## config.mk

```make
export PLATFORM = sky130hd
export DESIGN_NAME = hazard_ctrl
export DESIGN_NICKNAME = d
export VERILOG_FILES = /design/src/rtl/hazard_pkg.sv /design/src/rtl/div_seq.sv /design/src/rtl/hazard_ctrl.sv
export SDC_FILE = /design/constraint.sdc
export NUM_CORES = 1
export LEC_CHECK = 0
export BUFFER_PORTS_ARGS = -buffer_cell sky130_fd_sc_hd__buf_4
export CORE_ASPECT_RATIO = 2
export CORE_MARGIN = 1.5
export CORE_UTILIZATION = 46
export DETAILED_ROUTE_END_ITERATION = 8
export MAX_ROUTING_LAYER = met4
export PLACE_DENSITY = 0.81
export SLEW_MARGIN = 5
export SYNTH_ARGS = -nofsm -noshare
export SYNTH_HDL_FRONTEND = slang
export SYNTH_HIERARCHICAL = 1
export SYNTH_SLANG_ARGS = --single-unit
```

## constraint.sdc

```tcl
create_clock -name clk -period 2.4 [get_ports clk]
set_input_delay 0.48 -clock clk [delete_from_list [all_inputs] [get_ports clk]]
set_output_delay 0.48 -clock clk [all_outputs]
set_load 0.01 [all_outputs]
```

## src/rtl/hazard_pkg.sv

```systemverilog
// hazard_pkg
//   Shared definitions for the pipeline hazard controller:
//   - div_state_e : divider sequencer states (IDLE / BUSY / DONE)
//   - FWD_*       : E-stage operand forward-select encodings
//   - fwd_sel()   : M-over-W forward-select priority for one E-stage source
package hazard_pkg;

    typedef enum logic [1:0] {
        IDLE = 2'd0,
        BUSY = 2'd1,
        DONE = 2'd2
    } div_state_e;

    localparam logic [1:0] FWD_RF = 2'b00;
    localparam logic [1:0] FWD_W  = 2'b01;
    localparam logic [1:0] FWD_M  = 2'b10;

    // The M stage holds the younger value, so it wins over W. Register 0 is
    // hard-wired to zero and is never forwarded.
    function automatic logic [1:0] fwd_sel(
        input logic [4:0] src,
        input logic       rw_m,
        input logic [4:0] wr_m,
        input logic       rw_w,
        input logic [4:0] wr_w
    );
        if (rw_m && (wr_m != 5'd0) && (wr_m == src))
            return FWD_M;
        else if (rw_w && (wr_w != 5'd0) && (wr_w == src))
            return FWD_W;
        else
            return FWD_RF;
    endfunction

endpackage

```

## src/rtl/div_seq.sv

```systemverilog
// div_seq
//   Multi-cycle divider sequencer. Holds EX for DIV_CYCLES+1 cycles per
//   divide: one IDLE-detect cycle, DIV_CYCLES-1 BUSY cycles, one DONE cycle
//   in which the result is valid and the divide leaves EX.
//   DIV_CYCLES must be within 2..255 (8-bit counter).
// Ports
//   clk       in   rising-edge clock
//   reset     in   asynchronous active-high reset (FSM -> IDLE, counter -> 0)
//   div_e     in   E-stage instruction is DIV/DIVU
//   div_busy  out  FSM is in BUSY
//   div_done  out  FSM is in DONE (result valid)
//   divstall  out  EX must be held this cycle
module div_seq
    import hazard_pkg::*;
#(
    parameter int DIV_CYCLES = 32
) (
    input  logic clk,
    input  logic reset,
    input  logic div_e,
    output logic div_busy,
    output logic div_done,
    output logic divstall
);

    localparam logic [7:0] CNT_LOAD = 8'(DIV_CYCLES - 1);

    div_state_e state_q, state_d;
    logic [7:0] cnt_q, cnt_d;

    always_ff @(posedge clk or posedge reset) begin
        if (reset) begin
            state_q <= IDLE;
            cnt_q   <= 8'd0;
        end else begin
            state_q <= state_d;
            cnt_q   <= cnt_d;
        end
    end

    always_comb begin
        state_d  = state_q;
        cnt_d    = cnt_q;
        div_busy = 1'b0;
        div_done = 1'b0;
        divstall = 1'b0;
        case (state_q)
            IDLE: begin
                // The detect cycle already stalls, before BUSY is entered.
                divstall = div_e;
                if (div_e) begin
                    state_d = BUSY;
                    cnt_d   = CNT_LOAD;
                end
            end
            BUSY: begin
                div_busy = 1'b1;
                divstall = 1'b1;
                cnt_d    = cnt_q - 8'd1;
                if (cnt_q == 8'd1)
                    state_d = DONE;
            end
            DONE: begin
                // EX is released here, so div_e still belongs to the finished
                // divide; going straight to IDLE avoids re-triggering on it.
                div_done = 1'b1;
                state_d  = IDLE;
            end
            default: begin
                state_d = IDLE;
                cnt_d   = 8'd0;
            end
        endcase
    end

endmodule

```

## src/rtl/hazard_ctrl.sv

```systemverilog
// hazard_ctrl
//   Hazard and sequencing controller for the 5-stage MIPS pipeline.
//   Generates forwarding selects, load-use and branch-operand stalls,
//   redirect flushes and the divider hold, and drives the en/clear pins of
//   the F, D, E and M pipeline registers.
// Ports
//   clk, reset                  clock, asynchronous active-high reset
//   rs_d, rt_d                  D-stage source registers
//   rs_e, rt_e                  E-stage source registers
//   writereg_e/_m/_w            destination register per stage
//   regwrite_e/_m/_w            stage writes the register file
//   memtoreg_e/_m               stage instruction is a load
//   branch_d, jumpr_d           D-stage compare-branch / jump-register
//   redirect_d                  D-stage taken branch or jump
//   div_e                       E-stage instruction is a divide
//   en_f, en_d, en_e, en_m      register enables
//   clr_d, clr_e, clr_m         synchronous clears (effective with enable)
//   fwd_a_d, fwd_b_d            forward M ALU result to the D comparator
//   fwd_a_e, fwd_b_e            E operand select (00 RF, 01 W, 10 M)
//   div_busy, div_done          divider sequencer status
module hazard_ctrl
    import hazard_pkg::*;
#(
    parameter int DIV_CYCLES = 32
) (
    input  logic       clk,
    input  logic       reset,
    input  logic [4:0] rs_d,
    input  logic [4:0] rt_d,
    input  logic [4:0] rs_e,
    input  logic [4:0] rt_e,
    input  logic [4:0] writereg_e,
    input  logic [4:0] writereg_m,
    input  logic [4:0] writereg_w,
    input  logic       regwrite_e,
    input  logic       regwrite_m,
    input  logic       regwrite_w,
    input  logic       memtoreg_e,
    input  logic       memtoreg_m,
    input  logic       branch_d,
    input  logic       jumpr_d,
    input  logic       redirect_d,
    input  logic       div_e,
    output logic       en_f,
    output logic       en_d,
    output logic       en_e,
    output logic       en_m,
    output logic       clr_d,
    output logic       clr_e,
    output logic       clr_m,
    output logic       fwd_a_d,
    output logic       fwd_b_d,
    output logic [1:0] fwd_a_e,
    output logic [1:0] fwd_b_e,
    output logic       div_busy,
    output logic       div_done
);

    logic divstall;
    logic lwstall;
    logic brstall;
    logic hit_e_d;
    logic hit_m_d;
    logic dstall;

    div_seq #(
        .DIV_CYCLES(DIV_CYCLES)
    ) u_div_seq (
        .clk     (clk),
        .reset   (reset),
        .div_e   (div_e),
        .div_busy(div_busy),
        .div_done(div_done),
        .divstall(divstall)
    );

    always_comb begin
        fwd_a_e = fwd_sel(rs_e, regwrite_m, writereg_m, regwrite_w, writereg_w);
        fwd_b_e = fwd_sel(rt_e, regwrite_m, writereg_m, regwrite_w, writereg_w);
        fwd_a_d = regwrite_m && (writereg_m != 5'd0) && (writereg_m == rs_d);
        fwd_b_d = regwrite_m && (writereg_m != 5'd0) && (writereg_m == rt_d);
    end

    always_comb begin
        lwstall = memtoreg_e && (writereg_e != 5'd0) &&
                  ((writereg_e == rs_d) || (writereg_e == rt_d));

        // The D comparator cannot use an operand still being computed in E,
        // nor one a load in M has not yet returned.
        hit_e_d = regwrite_e && (writereg_e != 5'd0) &&
                  ((writereg_e == rs_d) || (writereg_e == rt_d));
        hit_m_d = memtoreg_m && (writereg_m != 5'd0) &&
                  ((writereg_m == rs_d) || (writereg_m == rt_d));
        brstall = (branch_d || jumpr_d) && (hit_e_d || hit_m_d);

        dstall = divstall || lwstall || brstall;
        en_f   = ~dstall;
        en_d   = ~dstall;
        en_e   = ~divstall;
        en_m   = 1'b1;
        clr_m  = divstall;
        // While the divider holds E, its contents must survive, so the
        // load/branch bubble is suppressed.
        clr_e  = (lwstall || brstall) && !divstall;
        // A redirect from a held D is deferred until D is released.
        clr_d  = redirect_d && en_d;
    end

endmodule

```

### Word level (Yosys, flattened, before mapping)

Cells that the tools add are included.

| word-level totals | value |
|---|---|
| input port bits | 46 |
| output and inout bits | 15 |
| bits in registers | 10 |
| word-level logic and storage cells | 62 |

| cells by class | value |
|---|---|
| add/subtract/negate cells | 1 |
| mux-type cells | 12 |
| equality and inequality tests | 13 |
| reduce and logical (&&, ||, !) cells | 31 |
| bitwise gates (word level) | 3 |

Operators by type and width:

| kind | count |
|---|---|
| 5-bit == test | 8 |
| 8-bit case mux with 3 select lines | 1 |
| 1-bit logical AND | 17 |
| 5-bit nonzero test | 3 |
| 8-bit by 1-bit == test with 1-bit output, second input constant | 1 |
| 2-bit two-way mux | 4 |
| 8-bit two-way mux | 1 |
| 8-bit by 1-bit subtractor with 8-bit output, second input constant | 1 |
| 1-bit logical OR | 7 |
| 1-bit two-way mux | 4 |
| 2-bit case mux with 2 select lines | 1 |
| 2-bit AND reduction | 2 |
| 1-bit inverter | 3 |
| 2-bit by 1-bit == test with 1-bit output, second input constant | 1 |
| 2-bit == test, second input constant | 1 |
| 2-bit logical NOT | 1 |
| 2-bit by 1-bit != test with 1-bit output, second input constant | 1 |
| 2-bit != test, second input constant | 1 |
| 1-bit case mux with 2 select lines | 1 |
| 1-bit logical NOT | 1 |

### Longest topological paths before layout

| logic depth | value |
|---|---|
| word-level depth | 8 |
| mapped depth | 7 |
| depth with buffers taken out | 5 |

### Cells and area by module

Netlist, hierarchy kept.

By module, submodules not included:

| module | cells each | seq. area each (um^2) | instances | area each (um^2) |
|---|---|---|---|---|
| hazard_ctrl | 82 | 0.0 | 1 | 610.6 |
| div_seq | 63 | 250.2 | 1 | 583.1 |

### Least setup slack after synthesis

Ideal clock, no wire load.

| path | value |
|---|---|
| path kind | in2out |
| from | input writereg_m[2] |
| to | output en_f |
| stages | 7 |
| setup slack | 0.322 ns |
| arrival | 1.598 ns |
| data required time | 1.920 ns |
| cell sequence | buf_2 xor2_1 nor3_1 nand3_1 a21o_1 and3_2 buf_4 |

| on the way | value |
|---|---|
| word-level cells in the longest chain between the ends | 7 |

RTL lines:

| element | RTL line | source |
|---|---|---|
| start: declaration | hazard_ctrl.sv:33 | `input logic [4:0] writereg_m,` |
| 5-bit == test or 5-bit nonzero test (tied branches) | hazard_ctrl.sv:93, hazard_ctrl.sv:92 |  |
| 1-bit logical OR or 1-bit logical AND (tied branches) | hazard_ctrl.sv:93, hazard_ctrl.sv:92 |  |
| 1-bit logical AND * | hazard_ctrl.sv:92 | `hit_m_d = memtoreg_m && (writereg_m != 5'd0) &&` |
| 1-bit logical OR * | hazard_ctrl.sv:94 | `brstall = (branch_d \|\| jumpr_d) && (hit_e_d \|\| hit_m_d);` |
| 1-bit logical AND * | hazard_ctrl.sv:94 |  |
| 1-bit logical OR * | hazard_ctrl.sv:96 | `dstall = divstall \|\| lwstall \|\| brstall;` |
| 1-bit inverter * | -- |  |
| end: declaration | hazard_ctrl.sv:44 | `output logic en_f,` |

Mark *: on every way between the ends. The rest lies on a longest branch, timed or not.

### Worst setup path in the final report

| path | value |
|---|---|
| from | input writereg_m[3] |
| to | output fwd_b_e[0] |

| on the way | value |
|---|---|
| word-level cells in the longest chain between the ends | 4 |

RTL lines:

| element | RTL line | source |
|---|---|---|
| 5-bit nonzero test | hazard_pkg.sv:27 | `if (rw_m && (wr_m != 5'd0) && (wr_m == src))` |
| 1-bit logical AND | hazard_pkg.sv:27 |  |
| 1-bit logical AND * | hazard_pkg.sv:27 |  |
| 2-bit two-way mux * | hazard_pkg.sv:27 |  |
| end: declaration | hazard_ctrl.sv:54 | `output logic [1:0] fwd_b_e,` |

Marks and branches as above.

==> impl_metrics.csv <==
group,metric,value,unit
run_status,status,"completed",
setup_path,crit_arrival,1.83,ns
final_layout,design.final.nets,249,
sta,final_setup_violation_count,0,
global_routing,number_of_antenna_violations_at_the_first_check_in_global_routing,0,
yosys,mean_syn_cell_area,8.232,sq um
placed_design,portBuffers,59,
sta,final.min_clock_period,2.307,ns
clocking,hold_buffers,0,
global_routing,grt.met3_usage,13.27,%
detailed_routing,via_count,1331,
sta,timing.final.crit_share,96.15,%
clocking,tritoncts_num_sinks,10,
global_routing,pin_count_of_the_biggest_net_entering_global_routing,14,
final_layout,layout_cell_share_with_drive_strength_beyond_1,35.50,%
min_path,hold_path_class,"in2async",
global_routing,global_route_wire_length_before_repair,6555,um
clocking,cts-htree-levels,1,
clocking,clk_pin_slew,0.05,ns
yosys,synth_cell_types,38,
setup_path,worstRegToRegCells,5,
final_layout,antenna_fix_cells,0,
sta,timing.clock.skew,0.001530,ns
sta,final_hold_violations,0,
detailed_routing,detail-route-antenna-nets,0,
yosys,syn-num-nets,193,
floorplan,core,0.002505,sq mm
sta,slew_violations,0,
floorplan,die_w,39.02,um
global_routing,grt.met1_usage,21.31,%
yosys,synthFlopType,"sky130_fd_sc_hd__dfrtp_1",
setup_path,timing.rr.end,"u_div_seq/cnt_q[6]",
setup_path,worst_setup_path_end_kind,"primary output",
global_routing,number_of_global_route_vias_before_repair,1450,
yosys,synthDominantCellAreaShare,20.96,%
detailed_routing,vias_per_cell,5.838,
final_layout,areaGrowthSynthToFinish,41.30,%
clocking,ctsResizeCount,0,
job,drv_cap,0,
yosys,synth.yosys.seq_area_share,20.96,%
placed_design,gpl.final_weighted_congestion,0.7763,
setup_path,crit_path_start_kind,"input pin",
clocking,cts_setup_buffers,0,
detailed_routing,drt_wl_total,4183,um
setup_path,timing.reg2reg.setup_slack,0.69,ns
sta,slew_headroom,60.77,%
clocking,numCtsBuffers,3,
clocking,cts_root_buffer,"sky130_fd_sc_hd__clkbuf_8",
setup_path,critical_path.max_fanout,5,
final_layout,final.fill_count,210,
yosys,ys_ff_latch,10,
detailed_routing,drtPass1Iterations,4,
yosys,netlist.top_cell.by_area,"sky130_fd_sc_hd__dfrtp_1",
setup_path,crit-reg2reg-launch,"u_div_seq/cnt_q[0]",
sta,tns,0,ns
yosys,synth_enable_flop_cells,0,
clocking,cts-root-to-sink-buffers,2,
yosys,synth_top_cells_by_area,"sky130_fd_sc_hd__dfrtp_1 (21%), sky130_fd_sc_hd__xnor2_1 (15%), sky130_fd_sc_hd__xor2_1 (15%)",
global_routing,grt_util_met2,62.41,%
sta,fmaxAchievable,0.4334,GHz
yosys,postSynth.asyncResetShare,100.0,%
setup_path,setup.worst_path.class,"in2out",
sta,rsz0062_at_grt,"no",
power,pwr_dens,723.2,mW/mm^2
detailed_routing,detail_route.wl_per_cell,18.35,um
global_routing,globalRoute.totalOverflow,0,
placed_design,place_inst,224,
clocking,tritoncts,"yes",
detailed_routing,detail_route.iter0.violations,32,
sta,worst_pin_slew,0.5831,ns
floorplan,initial_core_util,47.65,%
floorplan,chipHeight,75.04,um
floorplan,io_pins,61,
detailed_routing,drt_drc_violations_left,0,
yosys,syn_inst,145,
global_routing,top_usage_layer,"met2",
placed_design,post-dp-hpwl,3477,um
power,vdd_drop_max,0.5919,mV
yosys,area_of_the_mapped_netlist,0.001194,sq mm
floorplan,design.die.area,0.002928,sq mm
setup_path,worst-endpoint-required,1.92,ns
power,fin_total_pwr,1220,uW
clocking,clock_latency_reported_for_the_late_side_of_the_worst_skew_pair,0.23,ns
yosys,ys.warnings.count,6,
final_layout,fin_cells,228,
power,total_leakage_power,0.0007920,uW
global_routing,groute.usage.overall,33.91,%
floorplan,placement_rows,26,
==> registers in the layout (all words and copies together), names as in the netlist <==
register and count:
u_div_seq/state_q 2, u_div_seq/cnt_q 8
==> worst max-delay path by stage <==
stage / from / slack [ns] / to / cells past startpoint
final: writereg_m[3] / 0.09 / fwd_b_e[0] / 6
after global routing: writereg_m[3] / 0.05 / fwd_b_e[0] / 6
after global placement: writereg_m[2] / 0.25 / en_d / 7
after CTS: writereg_m[3] / 0.22 / fwd_b_e[0] / 6
after detailed placement: writereg_m[3] / 0.23 / fwd_b_e[0] / 6
after floorplan: writereg_m[2] / 0.32 / en_f / 7
==> Yosys cell counts (2+ instances only) <==
cell / number
sky130_fd_sc_hd__or4_4: 2
sky130_fd_sc_hd__nand2_1: 5
sky130_fd_sc_hd__nor3_1: 4
sky130_fd_sc_hd__a31oi_1: 3
sky130_fd_sc_hd__o2bb2ai_1: 2
sky130_fd_sc_hd__o21ai_0: 4
sky130_fd_sc_hd__inv_1: 12
sky130_fd_sc_hd__a211o_1: 3
sky130_fd_sc_hd__o22ai_1: 2
sky130_fd_sc_hd__nor2_1: 5
sky130_fd_sc_hd__nor4_1: 5
sky130_fd_sc_hd__buf_4: 2
sky130_fd_sc_hd__o211ai_1: 2
sky130_fd_sc_hd__dfrtp_1: 10
sky130_fd_sc_hd__ha_1: 2
sky130_fd_sc_hd__nor3b_1: 2
sky130_fd_sc_hd__buf_2: 5
sky130_fd_sc_hd__xnor2_1: 20
sky130_fd_sc_hd__a21oi_1: 4
sky130_fd_sc_hd__clkbuf_1: 2
sky130_fd_sc_hd__or4_1: 4
sky130_fd_sc_hd__o211a_1: 2
sky130_fd_sc_hd__xor2_1: 20
sky130_fd_sc_hd__nand3_1: 7
sky130_fd_sc_hd__nand2b_1: 2
sky130_fd_sc_hd__nor4_2: 2
==> kinds of logic (layout without fill, tap and decap cells) <==
family          Yosys count  count (layout)  synth area share (%)
compound gates           27              27                 16.46
xor+xnor                 40              40                 29.35
fa+ha+maj                 2               2                 2.096
buf+inv                  21              76                 7.756
flops                    10              10                 20.96
mux                       1               1                0.9433
other cells               1               1                0.3142
simple gates             43              43                 22.12
==> final cells by class <==
cell class	instances	area, sq um	share of cell area (%)
multi-input cells	114	850.8	50.45
clock buffers	4	55.05	3.264
repair buffers	60	450.4	26.71
flip-flops and latches	10	250.2	14.84
well taps	28	35.03	2.077
inverters	12	45.04	2.671
==> cells in the final DEF (no fill, tap or decap), types with 5 or more instances in the layout <==
cell type	instances
sky130_fd_sc_hd__buf_4	60
sky130_fd_sc_hd__xor2_1	20
sky130_fd_sc_hd__xnor2_1	20
sky130_fd_sc_hd__inv_1	12
sky130_fd_sc_hd__dfrtp_1	10
sky130_fd_sc_hd__nand3_1	7
sky130_fd_sc_hd__nor2_1	5
sky130_fd_sc_hd__nand2_1	5
sky130_fd_sc_hd__nor4_1	5
==> report_power, final <==
part	internal, uW	switching, uW
clock	144	60.1
sequential	245	121
combinational	324	326
==> routing by layer <==
| metal | share of wire (%) | wire length (um) | vias up |
|---|---|---|---|
| met5 | 0 | 0 | - |
| met4 | 5.1 | 213 | 0 |
| met3 | 4.9 | 206 | 21 |
| met2 | 61 | 2550 | 58 |
| met1 | 29 | 1212 | 638 |
| li1 | - | - | 614 |
==> stage by stage <==
step	instance area (sq um)	util, %	setup slack, ns	hold WS, ns
after floorplan	1194	-	0.3223	0.3202
after detailed placement	1632	65.13	0.2251	0.4846
after CTS	1687	67.33	0.2250	0.2414
after global routing	1687	67.33	0.05332	0.2578
after global placement	1632	65.13	0.2525	0.4793
final	1687	67.33	0.09250	0.2322
==> worst max-delay path, cell delays in order <==
cell and delay (ns):
sky130_fd_sc_hd__buf_4 0.14, sky130_fd_sc_hd__xnor2_1 0.26, sky130_fd_sc_hd__nand3_1 0.14, sky130_fd_sc_hd__nor4_1 0.51, sky130_fd_sc_hd__nor4_2 0.13, sky130_fd_sc_hd__buf_4 0.17
Power figures use the tool's default switching activity.
